File: src/rtl/instruction_fetch.sv
`default_nettype none
// ============================================================================
// Module      : instruction_fetch
// Description : Fetch stage between the program counter and decode. Issues one
//               instruction-memory request at a time, waits for a variable-
//               latency response (with timeout), and buffers the word into an
//               IF/ID register with a valid/ready handshake. Supports redirect
//               flush and a single-entry hold buffer for decode back-pressure.
// Revision    : 1.0 - initial release
// ============================================================================
module instruction_fetch #(
  parameter int              XLEN      = 32,
  parameter int              MAX_WAIT  = 255,
  parameter logic [XLEN-1:0] FAULT_NOP = 32'h0000_0013
) (
  input  logic            clk,
  input  logic            rst_n,
  input  logic [XLEN-1:0] pc,
  input  logic            flush,
  output logic            pc_advance,
  output logic            imem_req_valid,
  input  logic            imem_req_ready,
  output logic [XLEN-1:0] imem_req_addr,
  input  logic            imem_rsp_valid,
  input  logic [XLEN-1:0] imem_rsp_data,
  output logic            if_valid,
  input  logic            if_ready,
  output logic [XLEN-1:0] if_instr,
  output logic [XLEN-1:0] if_pc,
  output logic            if_fault
);

  localparam int             CNT_W   = $clog2(MAX_WAIT + 1);
  localparam logic [CNT_W-1:0] CNT_MAX = CNT_W'(MAX_WAIT);

  localparam logic [2:0] S_IDLE  = 3'd0;
  localparam logic [2:0] S_REQ   = 3'd1;
  localparam logic [2:0] S_WAIT  = 3'd2;
  localparam logic [2:0] S_HOLD  = 3'd3;
  localparam logic [2:0] S_DRAIN = 3'd4;

  logic [2:0]       state;
  logic [2:0]       state_nxt;
  logic [CNT_W-1:0] cnt;
  logic [XLEN-1:0]  pc_q;
  logic [XLEN-1:0]  hold_instr;
  logic [XLEN-1:0]  hold_pc;
  logic             hold_fault;

  // Derived control terms shared by the FSM and the datapath.
  logic            cnt_expired;
  logic            accept;
  logic            wait_done;
  logic            out_free;
  logic            load_new;
  logic            to_hold;
  logic            load_hold;
  logic [XLEN-1:0] new_instr;
  logic            new_fault;

  // A timeout is a cycle in which the counter sits at its limit with no
  // response; it then behaves like a response carrying FAULT_NOP.
  assign cnt_expired = (cnt == CNT_MAX);
  assign accept      = (state == S_REQ) && imem_req_ready && !flush;
  assign wait_done   = (state == S_WAIT) && (imem_rsp_valid || cnt_expired);
  assign out_free    = !if_valid || if_ready;
  assign load_new    = wait_done && !flush && out_free;
  assign to_hold     = wait_done && !flush && !out_free;
  assign load_hold   = (state == S_HOLD) && if_ready && !flush;
  assign new_instr   = imem_rsp_valid ? imem_rsp_data : FAULT_NOP;
  assign new_fault   = !imem_rsp_valid;

  // State register.
  always_ff @(posedge clk or negedge rst_n) begin
    if (!rst_n) begin
      state <= S_IDLE;
    end else begin
      state <= state_nxt;
    end
  end

  // Next-state logic; flush takes priority in every state.
  always_comb begin
    state_nxt = state;
    case (state)
      S_IDLE: state_nxt = S_REQ;
      S_REQ: begin
        if (accept) state_nxt = S_WAIT;
      end
      S_WAIT: begin
        if (flush) begin
          // A response arriving with the flush has already retired the
          // request, so there is nothing left to drain.
          state_nxt = (imem_rsp_valid || cnt_expired) ? S_REQ : S_DRAIN;
        end else if (wait_done) begin
          state_nxt = out_free ? S_REQ : S_HOLD;
        end
      end
      S_HOLD: begin
        if (flush || if_ready) state_nxt = S_REQ;
      end
      S_DRAIN: begin
        if (!flush && (imem_rsp_valid || cnt_expired)) state_nxt = S_REQ;
      end
      default: state_nxt = S_IDLE;
    endcase
  end

  // Request-side outputs decoded from the current state.
  always_comb begin
    imem_req_valid = (state == S_REQ);
    imem_req_addr  = (state == S_REQ) ? pc : '0;
    pc_advance     = accept;
  end

  // Wait counter: cleared on accept, counts through WAIT/DRAIN, saturates.
  always_ff @(posedge clk or negedge rst_n) begin
    if (!rst_n) begin
      cnt <= '0;
    end else if (accept) begin
      cnt <= '0;
    end else if ((state == S_WAIT || state == S_DRAIN) && !cnt_expired) begin
      cnt <= cnt + 1'b1;
    end
  end

  // Capture the PC of the accepted request and park blocked responses.
  always_ff @(posedge clk or negedge rst_n) begin
    if (!rst_n) begin
      pc_q       <= '0;
      hold_instr <= '0;
      hold_pc    <= '0;
      hold_fault <= 1'b0;
    end else begin
      if (accept) pc_q <= pc;
      if (flush) begin
        hold_instr <= '0;
        hold_pc    <= '0;
        hold_fault <= 1'b0;
      end else if (to_hold) begin
        hold_instr <= new_instr;
        hold_pc    <= pc_q;
        hold_fault <= new_fault;
      end
    end
  end

  // IF/ID output register: load, consume, or hold stable under back-pressure.
  always_ff @(posedge clk or negedge rst_n) begin
    if (!rst_n) begin
      if_valid <= 1'b0;
      if_instr <= '0;
      if_pc    <= '0;
      if_fault <= 1'b0;
    end else if (flush) begin
      if_valid <= 1'b0;
      if_fault <= 1'b0;
    end else if (load_new) begin
      if_valid <= 1'b1;
      if_instr <= new_instr;
      if_pc    <= pc_q;
      if_fault <= new_fault;
    end else if (load_hold) begin
      if_valid <= 1'b1;
      if_instr <= hold_instr;
      if_pc    <= hold_pc;
      if_fault <= hold_fault;
    end else if (if_ready) begin
      if_valid <= 1'b0;
    end
  end

endmodule
`default_nettype wire
File: config.mk
export PLATFORM = sky130hd
export DESIGN_NAME = instruction_fetch
export DESIGN_NICKNAME = d
export VERILOG_FILES = /design/src/rtl/instruction_fetch.sv
export SDC_FILE = /design/constraint.sdc
export NUM_CORES = 1
export LEC_CHECK = 0
export ABC_AREA = 0
export ABC_CLOCK_PERIOD_IN_PS = 2500
export CAP_MARGIN = 20
export CORE_ASPECT_RATIO = 0.5
export CORE_UTILIZATION = 50
export CTS_CLUSTER_DIAMETER = 50
export DETAILED_ROUTE_END_ITERATION = 7
export PLACE_DENSITY = 0.79
export SYNTH_ARGS = -nofsm -noshare
export SYNTH_HDL_FRONTEND = slang
export SYNTH_SLANG_ARGS = --single-unit
File: constraint.sdc
create_clock -name clk -period 2.5 [get_ports clk]
set_input_delay 0.25 -clock clk [delete_from_list [all_inputs] [get_ports clk]]
set_output_delay 0.25 -clock clk [all_outputs]
set_load 0.02 [all_outputs]
Yosys cells after proc, flatten, opt, wreduce, memory -nomap -nowiden
Index checks and enable logic that the tools add are counted.
{"block": "totals", "wordCells": 77, "out_inout_bits": 100, "in_bits": 70, "regBits": 174}
{"block": "op_classes", "bitwise_logic": 1, "n_mux": 29, "eq_ne": 9, "addsub": 1, "n_reduce_logical": 27}
{"cell": "$mux W32", "count": 10}
{"cell": "$mux W3", "count": 6}
{"cell": "$mux W8", "count": 2}
{"cell": "$pmux W3 S5", "count": 1}
{"cell": "$logic_and A1 B1 Y1", "count": 10}
{"cell": "$mux W1", "count": 9}
{"cell": "$add A8 B1 Y8 const B", "count": 1}
{"cell": "$eq A8 B8 Y1 const B", "count": 1}
{"cell": "$eq A3 B2 Y1 const B", "count": 2}
{"cell": "$reduce_bool A2 Y1", "count": 3}
{"cell": "$logic_not A1 Y1", "count": 5}
{"cell": "$logic_or A1 B1 Y1", "count": 4}
{"cell": "$ne A2 B2 Y1 const B", "count": 2}
{"cell": "$reduce_and A4 Y1", "count": 1}
{"cell": "$reduce_bool A4 Y1", "count": 1}
{"cell": "$eq A3 B1 Y1 const B", "count": 1}
{"cell": "$eq A3 B3 Y1 const B", "count": 1}
{"cell": "$logic_not A3 Y1", "count": 1}
{"cell": "$ne A3 B3 Y1 const B", "count": 1}
{"cell": "$reduce_bool A3 Y1", "count": 1}
{"cell": "$mux W2", "count": 1}
{"cell": "$ne A2 B1 Y1 const B", "count": 1}
{"cell": "$reduce_and A2 Y1", "count": 1}
{"cell": "$not A1 Y1", "count": 1}

Longest topological paths before layout
Gate-level depths: netlist (run 1).
{"block": "depth", "ltp_word": 7, "depth_mapped": 8, "depth_no_buf": 5}

Worst setup path before layout (run 1)
Ideal clock, no wire load.
{"block": "synth_path", "kind": "register -> register", "start": "reg cnt[0]", "end": "reg if_pc[10]", "setup_time_ns": 0.126, "slack_ns": 0.624, "arrival_time_ns": 1.750, "path_buffers": 2, "path_stages_with_launch": 8, "synth_period_minus_slack_ns": 1.876, "t_required_ns": 2.374, "cell_sequence": "dfrtp_1 > ha_1 > and4_1 > a21o_1 > and2_1 > buf_2 > buf_2 > a221o_1"}
{"block": "synth_between", "elab_chain_len": 7, "word_cells_on_any_way": 8, "cone_classes": "1 x eq/ne; 1 x mux; 6 x reduce/logical"}
{"item": "start, declared", "line": "44", "rtl": "logic [CNT_W-1:0] cnt;"}
{"item": "start signal, assigned", "line": "123", "rtl": "cnt <= cnt + 1'b1;"}
{"item": "$eq A8 B8 Y1 *", "line": "63", "rtl": "assign cnt_expired = (cnt == CNT_MAX);"}
{"item": "$logic_or A1 B1 Y1 *", "line": "65", "rtl": "assign wait_done = (state == S_WAIT) && (imem_rsp_valid || cnt_expired);"}
{"item": "$logic_and A1 B1 Y1 *", "line": "65"}
{"item": "$logic_and A1 B1 Y1 * (2 in a row)", "line": "67", "rtl": "assign load_new = wait_done && !flush && out_free;"}
{"item": "$reduce_bool A2 Y1 (no line)"}
{"item": "$reduce_and A2 Y1 (no line)"}
{"item": "end signal, assigned", "line": "161", "rtl": "if_pc <= pc_q;"}
{"item": "end signal, assigned", "line": "166", "rtl": "if_pc <= hold_pc;"}
{"item": "end, declared", "line": "29", "rtl": "output logic [XLEN-1:0] if_pc,"}
Mark *: on every way between the ends. The rest lies on a longest branch, timed or not.
A chain may end at the register's enable or synchronous reset.

Final worst setup path (run 1)
{"block": "layout_path", "start": "reg state[1]", "end": "out imem_req_addr[18]"}
{"block": "layout_between", "elab_chain_len": 2}
{"item": "start, declared", "line": "42", "rtl": "logic [2:0] state;"}
{"item": "start signal, assigned", "line": "78", "rtl": "state <= state_nxt;"}
{"item": "$eq A3 B1 Y1", "line": "112", "rtl": "imem_req_addr = (state == S_REQ) ? pc : '0;"}
{"item": "$mux W32", "line": "112"}
{"item": "end, declared", "line": "23", "rtl": "output logic [XLEN-1:0] imem_req_addr,"}
Every way passes these cells.

==> metrics.yaml, run 1 <==
finish:
  drive_above_1_share: 0.132
  nNetsFinal: 855
  n_fill_cell: 1072
  num_antenna_cells: 0
  areaGrowthSynthToFinish_pct: 33.9
sta:
  fin_crit_sh: 0.955
  clock.fmax_mhz: 419
  clock_skew_ps: 7.65
  rsz0062_at_grt: "yes"
  max_slew_margin: 0.558
  finalSetupViolCount: 0
  worst-slew-pin-transition_ps: 659
  slew_viol_final: 0
  hold_viol: 0
  fin_crit_ps: 2390
  hold_ws_ps: 386
critical_path:
  worst_ep_required_time_ps: 2250
  cp_num_buf_inv: 2
  crit_path_max_incr_delay_ps: 600
  cp_top_family: "buffers and inverters"
  critPathLaunchType: "flip-flop"
  worstPathArrival_ps: 2140
  crit_type: "flip-flop to output pin"
  critical_path.max_fanout: 19
  critPathSlowestCell: "clkdlybuf4s50_1"
  cp_cell_sequence: "nor3b_4, buf_4, and2_1, clkdlybuf4s50_1"
  critPathCaptureType: "output pin"
floorplan:
  row_count: 31
  dieArea_um2: 15600
  die_x_um: 176
  start_util: 0.517
  die_height_um: 88.8
  core_area_um2: 14600
  ios: 170
clock_tree:
  numCtsBuffers: 17
  insertion_delay_ps: 420
  htreeDepth: 4
  clk_path_buf_depth: 2
  cts.sink_count: 174
  postCtsSetupBuffers: 0
  cts_root_buffer: "clkbuf_16"
  cts_tree: "built"
  clk_pin_slew_ps: 70
power:
  vdd_drop_max_v: 0.000537
  power.switching_mw: 2.44
  clkPwrFrac: 0.334
  power_frac_comb: 0.241
  internal_power_mw: 5.97
  swShare: 0.290
  seqPwrFrac: 0.425
  leakage_nw: 4.50
  power_mw: 8.41
  power.density_nw_per_um2: 832
outcome:
  outcome: "completed"
routing:
  drc: 0
  vias: 5783
  drt-total-wl_um: 18400
  drtPass1Iterations: 7
  ant_nets: 0
  wl_per_cell_um: 18.5
  vias_per_cell: 5.81
  drt_iter0_drc: 590
synthesis:
  ys_seq_area_frac: 0.577
  ys_warn_count: 0
  synth_edf_count: 0
  synthArstFlopShare: 1.00
  avgSynthCellArea_um2: 12.0
  synth_area_um2: 7540
  ys_types: 44
  synth-seq-cells: 174
  synth_flop_cell: "dfrtp_1"
  syn_inst: 628
  syn_nets: 699
global_route:
  grt-ovfl-total: 0
  grt_max_degree: 68
  grt_pass1_wl_um: 30000
  grt_pass1_vias: 5852
  antenna_found_initial: 0
  grt_usage: 0.247
hold_path:
  hold_path_class: "input port to async pin"
placed_design:
  io_buffer_count: 169
  dp_hpwl_um: 11600
  gp_congestion: 0.823
job:
  maxCapViolations: 0
## what timing repair did
item	in CTS	in global routing
pin swaps	0	0
hold buffers	1	0
hold endpoints to repair	63	0
resized for setup	1	1
endpoints found under the setup margin	1	5
## routing by layer
layer	up-vias	part of all wire	GRT usage
met5	-	0	0
met2	168	0.50	0.424
met1	2946	0.44	0.322
met3	19	0.054	0.0473
met4	0	0.0099	0.0791
li1	2650	-	-
## cell usage in the layout, fill, tap and decap left out, drive strengths merged, types with 2 or more instances in the layout
cell,synthesis,final
nor3,2,2
clkinvlp,0,2
a21oi,6,6
mux2i,15,15
and4,2,2
mux2,32,32
and2,66,66
buf,31,29
nand3,35,35
or3,2,2
xnor2,3,3
nor2b,3,3
nor2,6,6
nor4,2,2
clkbuf,29,19
nand2,40,40
and3,32,32
a211oi,2,2
nor4b,2,2
inv,3,8
a31o,2,2
a32o,29,29
clkinv,0,3
nand4,2,2
dfrtp,174,174
bufinv,0,3
nand2b,4,4
clkdlybuf4s50,0,165
a221o,61,61
o21ai,34,34
## registers in the layout, summed over array words and instances, names as in the netlist
| register | count |
|---|---|
| hold_fault | 1 |
| pc_q | 32 |
| state | 3 |
| cnt | 8 |
| if_valid | 1 |
| hold_instr | 32 |
| if_fault | 1 |
| if_pc | 32 |
| hold_pc | 32 |
| if_instr | 32 |
## stage by stage
step	TNS, ps	instances	util	worst slack, ps	cell area [µm²]
after floorplan	0	628	-	624	7540
after global placement	0	962	0.649	243	9460
after detailed placement	0	962	0.649	186	9460
after CTS	0	995	0.692	99.3	10100
after global routing	-14.3	995	0.693	-8.26	10100
final	0	995	0.693	112	10100
## cell usage after synthesis (2+ instances only)
cell	number	area share
nand4_1	2	0.0017
nand2b_1	3	0.0025
and2_1	66	0.055
o21ai_0	4	0.0027
mux2_2	32	0.048
a32o_1	29	0.038
dfrtp_1	174	0.58
o21ai_1	30	0.020
nor2b_1	3	0.0025
inv_1	3	0.0015
a221o_1	61	0.081
a211oi_1	2	0.0020
and3_1	32	0.027
xnor2_1	3	0.0035
nand3_1	35	0.023
a21oi_1	5	0.0033
mux2i_1	15	0.020
nor2_1	6	0.0030
a31o_2	2	0.0023
nand2_1	39	0.019
and4_1	2	0.0023
buf_2	25	0.017
clkbuf_1	29	0.014
buf_4	5	0.0050
or3_1	2	0.0017
## final timing paths
check,startpoint,end,slack (ps),cells after the start
min in group clk,pc[0],pc_q[0],460,2
setup / recovery,state[1],imem_req_addr[18],110,4
hold / removal,rst_n,if_pc[2],390,2
setup reg to reg,cnt[0],hold_pc[11],240,7
max in group asynchronous,rst_n,pc_q[28],1330,3
hold reg to reg,hold_instr[20],hold_instr[20],490,1
## power by group through the flow
stage	registers (mW)	clock network (mW)	logic [mW]
2_1_floorplan	3.82	0	0.761
3_3_place_gp	3.61	0	2.00
3_5_place_dp	3.61	0	2.04
4_1_cts	3.57	2.84	2.05
5_1_grt	3.62	2.95	2.16
6_report	3.57	2.81	2.03
## area by class of cell
class	instances	area, µm²	area share
Tap cell	198	248	0.0245
Clock inverter	13	176	0.0175
Inverter	3	11.3	0.00111
Sequential cell	174	4350	0.431
Timing Repair Buffer	197	1940	0.192
Multi-Input combinational cell	391	2920	0.289
Clock buffer	19	453	0.0448
## logic make-up (layout without fill, tap and decap cells)
family	count (synthesis)	after routing	share of synthesized area
fa+ha+maj	1	1	0.00166
compound gates	139	139	0.157
flops	174	174	0.577
mux	47	47	0.0677
simple gates	201	201	0.155
buf+inv	63	232	0.0380
xor+xnor	3	3	0.00348
No activity file was read; power rests on OpenSTA's default activity.
==> inputs of run 2 (changes only) <==
--- a/config.mk
+++ b/config.mk
@@ -9,6 +9,7 @@
 export ABC_CLOCK_PERIOD_IN_PS = 2500
 export CAP_MARGIN = 20
 export CORE_ASPECT_RATIO = 0.5
+export CORE_MARGIN = 4
 export CORE_UTILIZATION = 50
 export CTS_CLUSTER_DIAMETER = 50
 export DETAILED_ROUTE_END_ITERATION = 7
==> metrics.yaml, run 2 (synthesis gave the netlist of run 1 again) <==
placed_design:
  gp_congestion: 0.791  # was 0.823
  dp_hpwl_um: 12600  # was 11600 µm
  dpl_cell_area_um2: 9500  # was 9460 µm²
  io_buffer_count: 169  # unchanged
finish:
  fin_util: 0.692  # was 0.693
  nNetsFinal: 855  # unchanged
  final_common_cell: "dfrtp_1"  # unchanged
  fin_area_um2: 10100  # about the same
  areaGrowthSynthToFinish_pct: 34.2  # was 33.9%
  drive_above_1_share: 0.133  # was 0.132
  layout_common_cells: "dfrtp_1, clkdlybuf4s50_1, and2_1"  # unchanged
  num_antenna_cells: 0  # unchanged
routing:
  drc: 0  # unchanged
  drt-total-wl_um: 19500  # was 18400 µm
  wl_met3_um: 861  # was 1000 µm
  vias_per_cell: 5.89  # was 5.81
  top_layer: "met4"  # unchanged
  drtPass1Iterations: 6  # was 7
  vias: 5863  # was 5783
  routed-wl-met2_um: 9620  # was 9210 µm
  wl_per_cell_um: 19.6  # was 18.5 µm
  drt_iter0_drc: 490  # was 590
  ant_nets: 0  # unchanged
  drt-met1-wl_um: 8670  # was 8030 µm
global_route:
  grt_max_degree: 65  # was 68
  grt_usage: 0.228  # was 0.247
  grt-ovfl-total: 0  # unchanged
  grt_pass1_wl_um: 31400  # was 30000 µm
  antenna_found_initial: 0  # unchanged
  grt_pass1_vias: 6193  # was 5852
sta:
  max_slew_margin: 0.577  # was 0.558
  clock.fmax_mhz: 419  # about the same
  hold_ws_ps: 393  # was 386 ps
  slew_viol_final: 0  # unchanged
  hold_viol: 0  # unchanged
  rsz0062_at_grt: "no"  # was yes
  fin_crit_ps: 2390  # about the same
  setup_tns_ps: 0  # unchanged
  clock_skew_ps: 11.3  # was 7.65 ps
  worst-slew-pin-transition_ps: 630  # was 659 ps
  fin_crit_sh: 0.955  # about the same
  finalSetupViolCount: 0  # unchanged
hold_path:
  hold_path_class: "input port to async pin"  # unchanged
floorplan:
  die_height_um: 94.8  # was 88.8 µm
  start_util: 0.516  # was 0.517
  dieArea_um2: 17200  # was 15600 µm²
  die_x_um: 182  # was 176 µm
  core_area_um2: 14600  # about the same
  row_count: 31  # unchanged
  ios: 170  # unchanged
critical_path:
  worst_ep_required_time_ps: 2250  # about the same
  crit_type: "flip-flop to output pin"  # unchanged
  critPathLaunchType: "flip-flop"  # unchanged
  critPathCaptureType: "output pin"  # unchanged
  critical_path.max_fanout: 16  # was 19
  worstPathArrival_ps: 2140  # about the same
clock_tree:
  clk_path_buf_depth: 2  # unchanged
  cts.sink_count: 174  # unchanged
  numCtsBuffers: 17  # unchanged
  htreeDepth: 4  # unchanged
  cts_root_buffer: "clkbuf_16"  # unchanged
  insertion_delay_ps: 420  # about the same
  cts_tree: "built"  # unchanged
  clk_pin_slew_ps: 70  # about the same
job:
  maxCapViolations: 0  # unchanged
power:
  vdd_drop_max_v: 0.000565  # was 0.000537 V
  power.density_nw_per_um2: 827  # was 832 nW/µm²
  leakage_nw: 4.49  # was 4.50 nW
outcome:
  outcome: "completed"  # unchanged
==> run 2: what timing repair did <==
action / in CTS / in global routing
setup endpoints to repair: 1 / 1
buffers inserted: 0 / 0
endpoints found under the hold margin: 60 / 0
gates resized for setup: 1 / 1
cloned: 0 / 0
hold buffers: 1 / 0
pin swaps: 0 / 0
==> run 2: per-stage QoR <==
| stage | power [mW] | setup slack (ps) | std cells |
|---|---|---|---|
| finish | 8.37 | 113 | 995 |
| detailed placement | 5.68 | 183 | 962 |
| CTS | 8.43 | 56.9 | 995 |
| floorplan | 4.58 | 624 | 628 |
| global placement | 5.63 | 290 | 962 |
| global route | 8.70 | 11.4 | 995 |
==> run 2: final timing paths <==
kind | startpoint | to | slack (ps) | cells after the start
max | state[2] | imem_req_addr[3] | 110 | 4
min | rst_n | hold_instr[28] | 390 | 2
max reg2reg | cnt[0] | hold_instr[4] | 230 | 7
min reg2reg | hold_instr[5] | hold_instr[5] | 500 | 1
max in group asynchronous | rst_n | cnt[4] | 1340 | 3
min in group clk | pc[17] | pc_q[17] | 470 | 2
==> run 2: routing by layer <==
metal  up-vias  GRT usage
met1      3027      0.301
met2       160      0.385
met4         0     0.0793
met3        25     0.0427
met5         -          0
li1       2651          -
==> run 2: layout make-up <==
class                      instances  area, µm²
timing repair buffer             197       1970
clock inverter                    14        173
multi-input combinational        391       2920
sequential                       174       4360
tap                              198        248
fill                            1054       4500
inverter                           3       11.3
clock buffer                      18        439
==> run 2: power breakdown <==
part | leakage (nW) | internal [mW] | switching, mW
clock network | 0.296 | 1.54 | 1.19
logic | 1.86 | 1.09 | 0.968
registers | 2.33 | 3.24 | 0.342
==> run 2: critical path, cell delays in order (launching register included) <==
cell and delay [ps]:
dfrtp_1 490, nor3b_4 230, buf_4 230, and2_1 160, clkdlybuf4s50_1 600
==> inputs of run 3 (changes only) <==
--- a/config.mk
+++ b/config.mk
@@ -9,11 +9,10 @@
 export ABC_CLOCK_PERIOD_IN_PS = 2500
 export CAP_MARGIN = 20
 export CORE_ASPECT_RATIO = 0.5
-export CORE_MARGIN = 4
 export CORE_UTILIZATION = 50
 export CTS_CLUSTER_DIAMETER = 50
 export DETAILED_ROUTE_END_ITERATION = 7
-export PLACE_DENSITY = 0.79
+export PLACE_DENSITY_LB_ADDON = 0.25
 export SYNTH_ARGS = -nofsm -noshare
 export SYNTH_HDL_FRONTEND = slang
 export SYNTH_SLANG_ARGS = --single-unit
==> metrics.yaml, run 3 (synthesis gave the netlist of run 1 again) <==
power:
  power.density_nw_per_um2: 820  # was 827 nW/µm²
  vdd_drop_max_v: 0.000538  # was 0.000565 V
  leakage_nw: 4.48  # was 4.49 nW
  power_mw: 8.27  # was 8.37 mW
clock_tree:
  cts_tree: "built"  # unchanged
  insertion_delay_ps: 410  # was 420 ps
  postCtsSetupBuffers: 0  # unchanged
  cts_root_buffer: "clkbuf_16"  # unchanged
  numCtsBuffers: 17  # unchanged
  cts.sink_count: 174  # unchanged
  clk_pin_slew_ps: 70  # about the same
  clk_path_buf_depth: 2  # unchanged
  htreeDepth: 4  # unchanged
global_route:
  grt_usage: 0.244  # was 0.228
  grt-ovfl-total: 0  # unchanged
  antenna_found_initial: 0  # unchanged
  grt_max_degree: 73  # was 65
  grt_pass1_vias: 5589  # was 6193
  grt_pass1_wl_um: 29300  # was 31400 µm
routing:
  drtPass1Iterations: 5  # was 6
  vias: 5818  # was 5863
  drt_iter0_drc: 459  # was 490
  ant_nets: 0  # unchanged
  drc: 0  # unchanged
  vias_per_cell: 5.84  # was 5.89
  drt-total-wl_um: 18200  # was 19500 µm
  wl_per_cell_um: 18.3  # was 19.6 µm
critical_path:
  worst_ep_required_time_ps: 2250  # about the same
  cp_cell_sequence: "nor3b_4, buf_4, and2_1, clkdlybuf4s50_1"  # unchanged
  critical_path.max_fanout: 17  # was 16
  startpoint: "state[2]"  # unchanged
  reg2reg_from: "cnt[0]"  # unchanged
  critPathCaptureType: "output pin"  # unchanged
  crit_type: "flip-flop to output pin"  # unchanged
  crit_path_max_incr_delay_ps: 610  # was 600 ps
  critPathSlowestCell: "clkdlybuf4s50_1"  # unchanged
  critPathLaunchType: "flip-flop"  # unchanged
  worstPathArrival_ps: 2120  # was 2140 ps
job:
  maxCapViolations: 0  # unchanged
sta:
  clock_skew_ps: 10.8  # was 11.3 ps
  setup_tns_ps: 0  # unchanged
  fin_crit_sh: 0.949  # was 0.955
  clock.fmax_mhz: 422  # was 419 MHz
  slew_viol_final: 0  # unchanged
  hold_ws_ps: 393  # about the same
  rsz0062_at_grt: "no"  # unchanged
  fin_crit_ps: 2370  # was 2390 ps
  max_slew_margin: 0.544  # was 0.577
  worst-slew-pin-transition_ps: 685  # was 630 ps
  hold_viol: 0  # unchanged
  fin_ws_ps: 128  # was 113 ps
  finalSetupViolCount: 0  # unchanged
placed_design:
  dp_hpwl_um: 11900  # was 12600 µm
  post-place-cells: 963  # was 962
  io_buffer_count: 169  # unchanged
  place_ws_ps: 166  # was 183 ps
  gp_congestion: 0.761  # was 0.791
floorplan:
  row_count: 31  # unchanged
  die_height_um: 88.8  # was 94.8 µm
  die_x_um: 176  # was 182 µm
  dieArea_um2: 15600  # was 17200 µm²
  start_util: 0.517  # was 0.516
  ios: 170  # unchanged
  core_area_um2: 14600  # about the same
outcome:
  outcome: "completed"  # unchanged
finish:
  areaGrowthSynthToFinish_pct: 33.8  # was 34.2%
  n_fill_cell: 1091  # was 1054
  multi_input_area_um2: 2920  # unchanged
  area.sequential_um2: 4360  # unchanged
  nNetsFinal: 856  # was 855
  drive_above_1_share: 0.133  # about the same
  num_antenna_cells: 0  # unchanged
  final_common_cell: "dfrtp_1"  # unchanged
  layout_common_cells: "dfrtp_1, clkdlybuf4s50_1, and2_1"  # unchanged
  fin_cells: 996  # was 995
hold_path:
  hold_path_class: "input port to async pin"  # unchanged
## run 3: metrics by stage
| step | util | instance area [µm²] |
|---|---|---|
| global placement | 0.650 | 9480 |
| floorplan | - | 7540 |
| finish | 0.692 | 10100 |
| CTS | 0.692 | 10100 |
| detailed placement | 0.650 | 9480 |
| global route | 0.692 | 10100 |
## run 3: report_power, final
group | switching, mW | total [mW] | internal (mW)
sequential | 0.340 | 3.58 | 3.24
combinational | 0.940 | 2.02 | 1.08
clock | 1.15 | 2.67 | 1.53
## run 3: repair_timing
item / in CTS / in global routing
hold buffers: 1 / 0
resized for setup: 0 / 2
hold endpoints to repair: 68 / 0
setup endpoints to repair: 0 / 1
## run 3: cell type report
| type | count | share of cell area |
|---|---|---|
| sequential | 174 | 0.432 |
| multi-input combinational | 391 | 0.289 |
| timing repair buffer | 198 | 0.194 |
| clock buffer | 19 | 0.0439 |
| tap | 198 | 0.0245 |
| clock inverter | 13 | 0.0154 |
| inverter | 3 | 0.00112 |
## run 3: layer usage
layer  share of wire  wire length [µm]  GRT usage  vias to the layer above
met4           0.011               202     0.0625                        0
met3           0.063              1140     0.0550                       18
met2            0.48              8830      0.413                      193
met5               0                 0          0                        -
li1                -                 -          -                     2647
met1            0.44              8070      0.324                     2960
## run 3: final timing paths
check	end	depth (start not counted)	slack, ps
worst max-delay path	imem_req_addr[24]	4	130
worst min-delay path	pc_q[7]	2	390
worst max register to register	if_instr[5]	6	220
worst min register to register	hold_instr[30]	1	500
max in group asynchronous	hold_instr[9]	3	1330
min in group clk	pc_q[15]	2	470
## run 3: critical path, delay by kind of cell (launching register included)
family	cells	cell delay [ps]
buffers and inverters	2	840
DFF	1	490
and+or+nand+nor	2	370
